[src/rtl/arashi_sched_pkg.sv]
// Shared types and default widths for the arashi per-thread issue scheduler.
package arashi_sched_pkg;

  localparam int DEF_THREAD_NUM_WIDTH = 2;
  localparam int DEF_LAT_WIDTH        = 4;

  typedef enum logic [1:0] {
    IDLE    = 2'd0,
    READY   = 2'd1,
    ISSUED  = 2'd2,
    BLOCKED = 2'd3
  } thread_state_e;

endpackage

[src/rtl/arashi_thread_slot.sv]
// Lifecycle tracker for one hardware thread: state plus block-latency down-counter.
module arashi_thread_slot
  import arashi_sched_pkg::*;
#(
  parameter int LAT_WIDTH = DEF_LAT_WIDTH
) (
  input  logic                 clk,
  input  logic                 rstn,
  input  logic                 start_i,
  input  logic                 kill_i,
  input  logic                 accept_i,
  input  logic                 wb_i,
  input  logic                 wb_block_i,
  input  logic [LAT_WIDTH-1:0] wb_lat_i,
  input  logic                 wb_halt_i,
  output logic                 is_ready_o,
  output logic                 is_active_o
);

  thread_state_e        state_q, state_d;
  logic [LAT_WIDTH-1:0] cnt_q, cnt_d;

  always_ff @(posedge clk) begin
    if (!rstn) begin
      state_q <= IDLE;
      cnt_q   <= '0;
    end else begin
      state_q <= state_d;
      cnt_q   <= cnt_d;
    end
  end

  // Kill overrides everything; writeback is only meaningful while an instruction is in flight.
  always_comb begin
    state_d = state_q;
    cnt_d   = cnt_q;
    if (kill_i) begin
      state_d = IDLE;
      cnt_d   = '0;
    end else begin
      unique case (state_q)
        IDLE:    if (start_i) state_d = READY;
        READY:   if (accept_i) state_d = ISSUED;
        ISSUED: begin
          if (wb_i) begin
            if (wb_halt_i) begin
              state_d = IDLE;
            end else if (wb_block_i && (wb_lat_i != '0)) begin
              state_d = BLOCKED;
              cnt_d   = wb_lat_i;
            end else begin
              state_d = READY;
            end
          end
        end
        BLOCKED: begin
          if (cnt_q <= LAT_WIDTH'(1)) begin
            state_d = READY;
            cnt_d   = '0;
          end else begin
            cnt_d = cnt_q - LAT_WIDTH'(1);
          end
        end
        default: state_d = IDLE;
      endcase
    end
  end

  always_comb begin
    is_ready_o  = (state_q == READY);
    is_active_o = (state_q != IDLE);
  end

endmodule

[src/rtl/arashi_thread_scheduler.sv]
// Round-robin issue scheduler over per-thread slots with a registered valid/ready offer.
// Defining ARASHI_SCHED_PERF_EN adds accept and bubble performance counters.
module arashi_thread_scheduler
  import arashi_sched_pkg::*;
#(
  parameter  int THREAD_NUM_WIDTH = DEF_THREAD_NUM_WIDTH,
  parameter  int LAT_WIDTH        = DEF_LAT_WIDTH,
  localparam int THREAD_NUM       = 1 << THREAD_NUM_WIDTH
) (
  input  logic                        clk,
  input  logic                        rstn,
  input  logic                        start_valid_i,
  input  logic [THREAD_NUM_WIDTH-1:0] start_tid_i,
  input  logic                        kill_valid_i,
  input  logic [THREAD_NUM_WIDTH-1:0] kill_tid_i,
  output logic                        issue_valid_o,
  output logic [THREAD_NUM_WIDTH-1:0] issue_tid_o,
  input  logic                        issue_ready_i,
  input  logic                        wb_valid_i,
  input  logic [THREAD_NUM_WIDTH-1:0] wb_tid_i,
  input  logic                        wb_block_i,
  input  logic [LAT_WIDTH-1:0]        wb_lat_i,
  input  logic                        wb_halt_i,
`ifdef ARASHI_SCHED_PERF_EN
  output logic [31:0]                 perf_issue_cnt_o,
  output logic [31:0]                 perf_bubble_cnt_o,
  output logic [THREAD_NUM-1:0]       thread_active_o
`else
  output logic [THREAD_NUM-1:0]       thread_active_o
`endif
);

  logic                        issue_valid_q, issue_valid_d;
  logic [THREAD_NUM_WIDTH-1:0] issue_tid_q, issue_tid_d;
  logic [THREAD_NUM_WIDTH-1:0] last_tid_q, last_tid_d;
  logic [THREAD_NUM-1:0]       slot_ready, slot_active, cand;
  logic                        accept, kill_offered, load;
  logic                        pick_valid;
  logic [THREAD_NUM_WIDTH-1:0] pick_tid, idx;

  assign accept       = issue_valid_q && issue_ready_i;
  assign kill_offered = kill_valid_i && issue_valid_q && (kill_tid_i == issue_tid_q);
  assign load         = !issue_valid_q || accept || kill_offered;

  for (genvar t = 0; t < THREAD_NUM; t++) begin : g_slot
    arashi_thread_slot #(.LAT_WIDTH(LAT_WIDTH)) u_slot (
      .clk        (clk),
      .rstn       (rstn),
      .start_i    (start_valid_i && (start_tid_i == THREAD_NUM_WIDTH'(t))),
      .kill_i     (kill_valid_i && (kill_tid_i == THREAD_NUM_WIDTH'(t))),
      .accept_i   (accept && (issue_tid_q == THREAD_NUM_WIDTH'(t))),
      .wb_i       (wb_valid_i && (wb_tid_i == THREAD_NUM_WIDTH'(t))),
      .wb_block_i (wb_block_i),
      .wb_lat_i   (wb_lat_i),
      .wb_halt_i  (wb_halt_i),
      .is_ready_o (slot_ready[t]),
      .is_active_o(slot_active[t])
    );
  end

  // The offered thread is still READY this cycle and a thread being killed is about to
  // leave READY, so neither may be picked into the offer slot.
  always_comb begin
    cand       = slot_ready;
    pick_valid = 1'b0;
    pick_tid   = '0;
    idx        = '0;
    if (issue_valid_q) cand[issue_tid_q] = 1'b0;
    if (kill_valid_i) cand[kill_tid_i] = 1'b0;
    for (int i = 0; i < THREAD_NUM; i++) begin
      idx = last_tid_q + THREAD_NUM_WIDTH'(i + 1);
      if (!pick_valid && cand[idx]) begin
        pick_valid = 1'b1;
        pick_tid   = idx;
      end
    end
  end

  always_comb begin
    issue_valid_d = issue_valid_q;
    issue_tid_d   = issue_tid_q;
    last_tid_d    = accept ? issue_tid_q : last_tid_q;
    if (load) begin
      issue_valid_d = pick_valid;
      if (pick_valid) issue_tid_d = pick_tid;
    end
  end

  always_ff @(posedge clk) begin
    if (!rstn) begin
      issue_valid_q <= 1'b0;
      issue_tid_q   <= '0;
      last_tid_q    <= THREAD_NUM_WIDTH'(THREAD_NUM - 1);
    end else begin
      issue_valid_q <= issue_valid_d;
      issue_tid_q   <= issue_tid_d;
      last_tid_q    <= last_tid_d;
    end
  end

  assign issue_valid_o   = issue_valid_q;
  assign issue_tid_o     = issue_tid_q;
  assign thread_active_o = slot_active;

`ifdef ARASHI_SCHED_PERF_EN
  logic [31:0] perf_issue_q, perf_bubble_q;

  always_ff @(posedge clk) begin
    if (!rstn) begin
      perf_issue_q  <= '0;
      perf_bubble_q <= '0;
    end else begin
      if (accept) perf_issue_q <= perf_issue_q + 32'd1;
      if (!issue_valid_q && (|slot_active)) perf_bubble_q <= perf_bubble_q + 32'd1;
    end
  end

  assign perf_issue_cnt_o  = perf_issue_q;
  assign perf_bubble_cnt_o = perf_bubble_q;
`endif

endmodule

[config.mk]
export PLATFORM = sky130hd
export DESIGN_NAME = arashi_thread_scheduler
export DESIGN_NICKNAME = d
export VERILOG_FILES = /design/src/rtl/arashi_sched_pkg.sv /design/src/rtl/arashi_thread_slot.sv /design/src/rtl/arashi_thread_scheduler.sv
export SDC_FILE = /design/constraint.sdc
export NUM_CORES = 1
export LEC_CHECK = 0
export CORE_MARGIN = 2
export CORE_UTILIZATION = 57
export DETAILED_ROUTE_END_ITERATION = 7
export PLACE_DENSITY = 0.9
export SYNTH_ARGS = -nofsm -noshare
export SYNTH_HDL_FRONTEND = slang
export SYNTH_SLANG_ARGS = --single-unit
[constraint.sdc]
create_clock -name clk -period 2 [get_ports clk]
set_input_delay 0.4 -clock clk [delete_from_list [all_inputs] [get_ports clk]]
set_output_delay 0.4 -clock clk [all_outputs]
set_load 0.05 [all_outputs]
==> results.json, run 1 <==
{
  "synth-edff-count": 0,
  "grt_pass1_wl_mm": 9.73,
  "slew_viol_final": 0,
  "io_pins": 25,
  "nets": 380,
  "drive_above_1_share": 0.213,
  "worst_slew_pin_slew_ns": 0.502,
  "reg2reg_slack_ns": 0.12,
  "die_w_um": 67.8,
  "dieArea_um2": 4590,
  "final_util": 0.753,
  "cts_made_buffers": 5,
  "vias": 2368,
  "grt_max_degree": 12,
  "slew_headroom": 0.665,
  "yosysSeqAreaShare": 0.251,
  "clock_latency_ns": 0.29,
  "drtPass1Iterations": 7,
  "ir_drop_v": 0.000628,
  "fin_skew_ns": 0.00167,
  "drv_cap": 0,
  "postSynth.asyncResetShare": 0,
  "h-tree-depth": 2,
  "wl_per_cell_um": 16.6,
  "dieHeight_um": 67.8,
  "synthCells": 283,
  "portBuffers": 24,
  "syn_area_per_cell_um2": 8.19,
  "grt_pass1_vias": 2173,
  "routabilityCongestion": 0.906,
  "power-per-cell-area_nw_per_um2": 599,
  "num_antenna_cells": 0,
  "synth-main-ff-cell": "dfxtp_1",
  "rsz0062_at_grt": "yes",
  "hpwlAfterDp_mm": 4.66,
  "min_period_ns": 1.99,
  "required_ns": 2.17,
  "crit_fanout": 6,
  "syn-num-nets": 325,
  "rows": 23,
  "p_leak_uw": 0.00123,
  "fmax_mhz": 501,
  "clkTransAtPathRegs_ns": 0.06,
  "hp-class": "flop to flop",
  "ys_warn_count": 0,
  "critPathKind": "input pin to flop",
  "wl_mm": 6.43,
  "syn_area_um2": 2320,
  "ys_seq_elements": 29,
  "cts_hold_buffers": 0,
  "grt_overflow_total": 0,
  "layout_setup_ws_ns": 0.00523,
  "synth.distinct_cells": 43,
  "drt_iter0_markers": 149,
  "finalHoldViolCount": 0,
  "final_antenna_net_count": 0,
  "root_buffer": "clkbuf_8",
  "fin_hold_ws_ns": 0.503,
  "clock_path_buffers": 2,
  "drcViolationCount": 0,
  "finalSetupViolCount": 0,
  "worstSetupEndpointType": "flop",
  "cp.arrival_ns": 2.16,
  "pre_cts_slack_ns": -0.306,
  "outcome": "completed",
  "tritoncts": "done",
  "drt-vias-per-instance": 6.10,
  "period_share": 0.997,
  "coreArea_um2": 3940,
  "start_util": 0.588,
  "start_kind": "input pin",
  "grt_use_total": 0.288,
  "cts.sinks": 29,
  "antenna_found_initial": 0,
  "p_total_uw": 1780,
  "area_delta_synth_final_pct": 28.2
}
kinds of logic (layout without fill, tap and decap cells):
family / count (synthesis) / in the layout / synth area share
fa+ha+maj: 24 / 24 / 0.130
flops: 29 / 29 / 0.251
mux: 10 / 10 / 0.0443
compound gates: 83 / 83 / 0.259
xor+xnor: 2 / 2 / 0.00756
simple gates: 94 / 94 / 0.232
buf+inv: 41 / 96 / 0.0767
metal layers:
layer | GRT usage | wire length [um] | vias up
li1 | - | - | 1139
met1 | 0.341 | 2650 | 1113
met2 | 0.489 | 3130 | 100
met3 | 0.0483 | 475 | 16
met4 | 0.163 | 177 | 0
met5 | 0 | 0 | -
worst paths after layout:
kind                                             from                                  endpoint  depth (start not counted)
min          g_slot[2].u_slot.state_q[1]$_SDFFE_PP0P_  g_slot[2].u_slot.state_q[1]$_SDFFE_PP0P_                          2
min reg2reg  g_slot[2].u_slot.state_q[1]$_SDFFE_PP0P_  g_slot[2].u_slot.state_q[1]$_SDFFE_PP0P_                          2
max reg2reg    g_slot[3].u_slot.cnt_q[0]$_SDFFE_PP0P_  g_slot[3].u_slot.state_q[1]$_SDFFE_PP0P_                          7
max                                       wb_lat_i[1]    g_slot[3].u_slot.cnt_q[3]$_SDFFE_PP0P_                          7
worst max-delay path: stages:
cell,delay (ns)
clkdlybuf4s50_1,0.42
or4_4,0.54
and2_4,0.23
a31oi_4,0.26
buf_4,0.16
nand2b_1,0.10
a21oi_1,0.06
metrics by stage:
step           TNS, ns  cell area, um^2  std cells
2_1_floorplan        0             2320        283
3_5_place_dp     -4.49             2840        379
3_3_place_gp     -3.66             2840        379
6_report             0             2970        388
5_1_grt        -0.0541             2970        388
4_1_cts              0             2920        386
cells in the final DEF, fill, tap and decap left out, types with 2 or more instances in the layout:
cell type,n
o31a_1,5
a22oi_2,2
dfxtp_1,26
or3b_2,4
a211oi_1,6
nor2_1,21
o21ai_1,8
and3_1,3
o22ai_1,13
nand3b_1,4
or4_1,4
nand2_1,13
mux2_2,2
a41oi_4,2
clkdlybuf4s50_1,17
xnor2_1,2
inv_1,28
o21ai_0,12
buf_4,40
nand4b_1,5
buf_12,3
a21o_1,4
nand4_1,4
clkbuf_8,6
nand3_1,10
mux2i_1,8
nor2b_1,10
o31ai_2,2
a211oi_2,2
a31oi_4,2
o31ai_1,3
ha_1,24
dfxtp_2,3
nand2b_1,11
a21oi_1,15
registers in the layout, summed over array words and instances (netlist names):
register               flops
g_slot.u_slot.cnt_q       16
g_slot.u_slot.state_q      8
issue_tid_o                2
last_tid_q                 2
issue_valid_o              1
Yosys cell counts (7+ instances only):
cell	n	share of area
a211oi_1	8	0.026
a21oi_1	15	0.032
clkbuf_1	7	0.011
dfxtp_1	29	0.25
ha_1	24	0.13
inv_1	28	0.045
mux2i_1	8	0.035
nand2_1	13	0.021
nand2b_1	11	0.030
nand3_1	10	0.022
nor2_1	21	0.034
nor2b_1	10	0.027
o21ai_0	12	0.026
o21ai_1	8	0.017
o22ai_1	13	0.035
final cells by class:
cell class	instances	area, um^2
Sequential cell	29	584
Fill cell	262	972
Timing Repair Buffer	61	543
Clock buffer	7	86.3
Inverter	28	105
Multi-Input combinational cell	213	1590
Tap cell	50	62.6
power breakdown:
part / total, uW / switching, uW / internal, uW / leakage, uW
clock: 497 / 225 / 272 / 0.0000443
combinational: 603 / 328 / 275 / 0.000949
sequential: 680 / 64.7 / 615 / 0.000236
what timing repair did:
item / CTS / global route
setup endpoints to repair: 2 / 12
pin swaps: 1 / 6
endpoints found under the hold margin: 0 / 0
resized for setup: 0 / 7
buffers inserted: 0 / 2
(Power assumes the default switching activity.)
==> run 2: changes to the inputs <==
==> constraint.sdc (replaced) <==
create_clock -name clk -period 2 [get_ports clk]
set_input_delay 0.4 -clock clk [delete_from_list [all_inputs] [get_ports clk]]
set_output_delay 0.4 -clock clk [all_outputs]
set_load 0.02 [all_outputs]
==> run 2 against run 1 <==
Against the previous run:
- the run now ends with setup timing left
- die area stayed put
- total power is 6.2% lower
- clock skew is 0.0063 ns higher
- cell area is 0.17% lower
- sequential power is 0.6% lower
- hold slack better by 0.0049 ns
- count of clock-buffer cells in the layout is 1 lower
- core utilization is 0.13 points lower
- non-clock buffer count is 2 higher
- maximum frequency is 1.5% lower
- flip-flop and latch count stayed put
- sequential share of layout area is 0.051 points lower
- critical endpoint is now g_slot[0].u_slot.cnt_q[3]$_SDFFE_PP0P_
==> results.json, run 2 (synthesis results as in run 1) <==
{
  "outcome": "finished, violations left",
  "violations": "setup timing",
  "hp-class": "flop to flop",
  "fmax_mhz": 494,
  "vias": 2399,
  "worst_slew_pin_slew_ns": 0.388,
  "cts_made_buffers": 5,
  "clkTransAtPathRegs_ns": 0.06,
  "rsz0062_at_grt": "yes",
  "num_antenna_cells": 0,
  "drtPass1Iterations": 5,
  "largest_reg_flops": 16,
  "portBuffers": 24,
  "drt_iter0_markers": 126,
  "period_share": 1.01,
  "dieHeight_um": 67.8,
  "grt_max_degree": 12,
  "start_kind": "input pin",
  "area_delta_synth_final_pct": 28.0,
  "clock_latency_ns": 0.28,
  "p_int_uw": 1110,
  "crit_slowest_cell": "or4_4",
  "fin_hold_ws_ns": 0.508,
  "critPathKind": "input pin to flop",
  "cts.sinks": 29,
  "swShare": 0.334,
  "p_comb_frac": 0.316,
  "crit_fanout": 6,
  "start_util": 0.588,
  "routabilityCongestion": 0.917,
  "ir_drop_v": 0.000482,
  "drt-vias-per-instance": 6.14,
  "grt_pass1_vias": 2108,
  "final_util": 0.752,
  "die_w_um": 67.8,
  "slew_viol_final": 0,
  "io_pins": 25,
  "crit_buf_inv": 2,
  "power-per-cell-area_nw_per_um2": 564,
  "slowest_delay_ns": 0.55,
  "antenna_found_initial": 0,
  "finalSetupViolCount": 1,
  "power_switching_uw": 557,
  "grt_use_total": 0.278,
  "cpLargestDelayFamily": "simple AND/OR/NAND/NOR gates",
  "final_antenna_net_count": 0,
  "root_buffer": "clkbuf_8",
  "p_leak_uw": 0.00124,
  "path_cells": "clkdlybuf4s50_1 -> or4_4 -> and2_4 -> a41oi_4 -> buf_6 -> nand2b_1 -> a21oi_1",
  "layout_setup_ws_ns": -0.0261,
  "layout_common_cells": "buf_4 (38), inv_1 (28), dfxtp_1 (28)",
  "final_common_cell": "buf_4",
  "fin_skew_ns": 0.00795,
  "drive_above_1_share": 0.202,
  "hpwlAfterDp_mm": 4.55,
  "finalHoldViolCount": 0,
  "cp.arrival_ns": 2.19,
  "clock_path_buffers": 2,
  "nets": 382,
  "tritoncts": "done",
  "dieArea_um2": 4590,
  "required_ns": 2.16,
  "h-tree-depth": 2,
  "top_register": "g_slot.u_slot.cnt_q",
  "coreArea_um2": 3940,
  "drcViolationCount": 0,
  "rows": 23,
  "min_period_ns": 2.03,
  "wl_per_cell_um": 16.7,
  "clockPowerShare": 0.279,
  "p_seq_frac": 0.404,
  "drv_cap": 0,
  "grt_overflow_total": 0,
  "slew_headroom": 0.738,
  "worstSetupEndpointType": "flop",
  "top_regs": "g_slot.u_slot.cnt_q: 16 flops, g_slot.u_slot.state_q: 8 flops",
  "wl_mm": 6.54,
  "grt_pass1_wl_mm": 9.52
}
==> run 2: tightest hold or removal path, stage by stage (launching register included) <==
cell,delay [ns]
dfxtp_1,0.34
nand2_1,0.06
a21oi_1,0.06
==> run 2: worst paths after layout <==
path                                            start                                        to  slack [ns]  depth (start not counted)
min reg2reg  g_slot[2].u_slot.state_q[1]$_SDFFE_PP0P_  g_slot[2].u_slot.state_q[1]$_SDFFE_PP0P_        0.51                          2
min          g_slot[2].u_slot.state_q[1]$_SDFFE_PP0P_  g_slot[2].u_slot.state_q[1]$_SDFFE_PP0P_        0.51                          2
max                                       wb_lat_i[1]    g_slot[0].u_slot.cnt_q[3]$_SDFFE_PP0P_       -0.03                          7
max reg2reg  g_slot[0].u_slot.state_q[1]$_SDFFE_PP0P_               issue_tid_o[0]$_SDFFE_PN0P_        0.08                          7
==> run 2: metal layers <==
metal / global-route usage / up-vias / wire length, um
li1: - / 1133 / -
met4: 0.120 / 0 / 150
met1: 0.326 / 1144 / 2680
met5: 0 / - / 0
met2: 0.478 / 108 / 3230
met3: 0.0667 / 14 / 473
==> run 2: final cells by class <==
| type | instances | area, um^2 |
|---|---|---|
| multi-input combinational | 213 | 1600 |
| fill | 269 | 977 |
| clock inverter | 2 | 10.0 |
| sequential | 29 | 582 |
| tap | 50 | 62.6 |
| clock buffer | 6 | 72.6 |
| inverter | 28 | 105 |
| timing repair buffer | 63 | 534 |
==> run 2: through the flow <==
stage,cell area [um^2],power [uW],std cells,setup TNS [ns],setup slack [ns]
2_1_floorplan,2320,973,283,0,0.153
3_3_place_gp,2810,1180,379,-3.94,-0.260
3_5_place_dp,2810,1200,379,-4.90,-0.337
4_1_cts,2890,1650,387,0,0.0181
5_1_grt,2970,1750,391,-0.193,-0.0371
6_report,2970,1670,391,-0.0261,-0.0261
==> run 2: repair_timing <==
item | CTS | global route
endpoints found under the setup margin | 8 | 10
hold buffers | 0 | 0
setup buffers | 0 | 4
pin swaps | 2 | 2
resized for setup | 4 | 11
==> run 2: power groups by stage <==
stage | Sequential, uW | Clock [uW] | Combinational (uW)
after floorplan | 663 | 0 | 310
after global placement | 684 | 0 | 495
after detailed placement | 686 | 0 | 513
after CTS | 672 | 471 | 511
after global routing | 683 | 501 | 570
final | 676 | 467 | 528
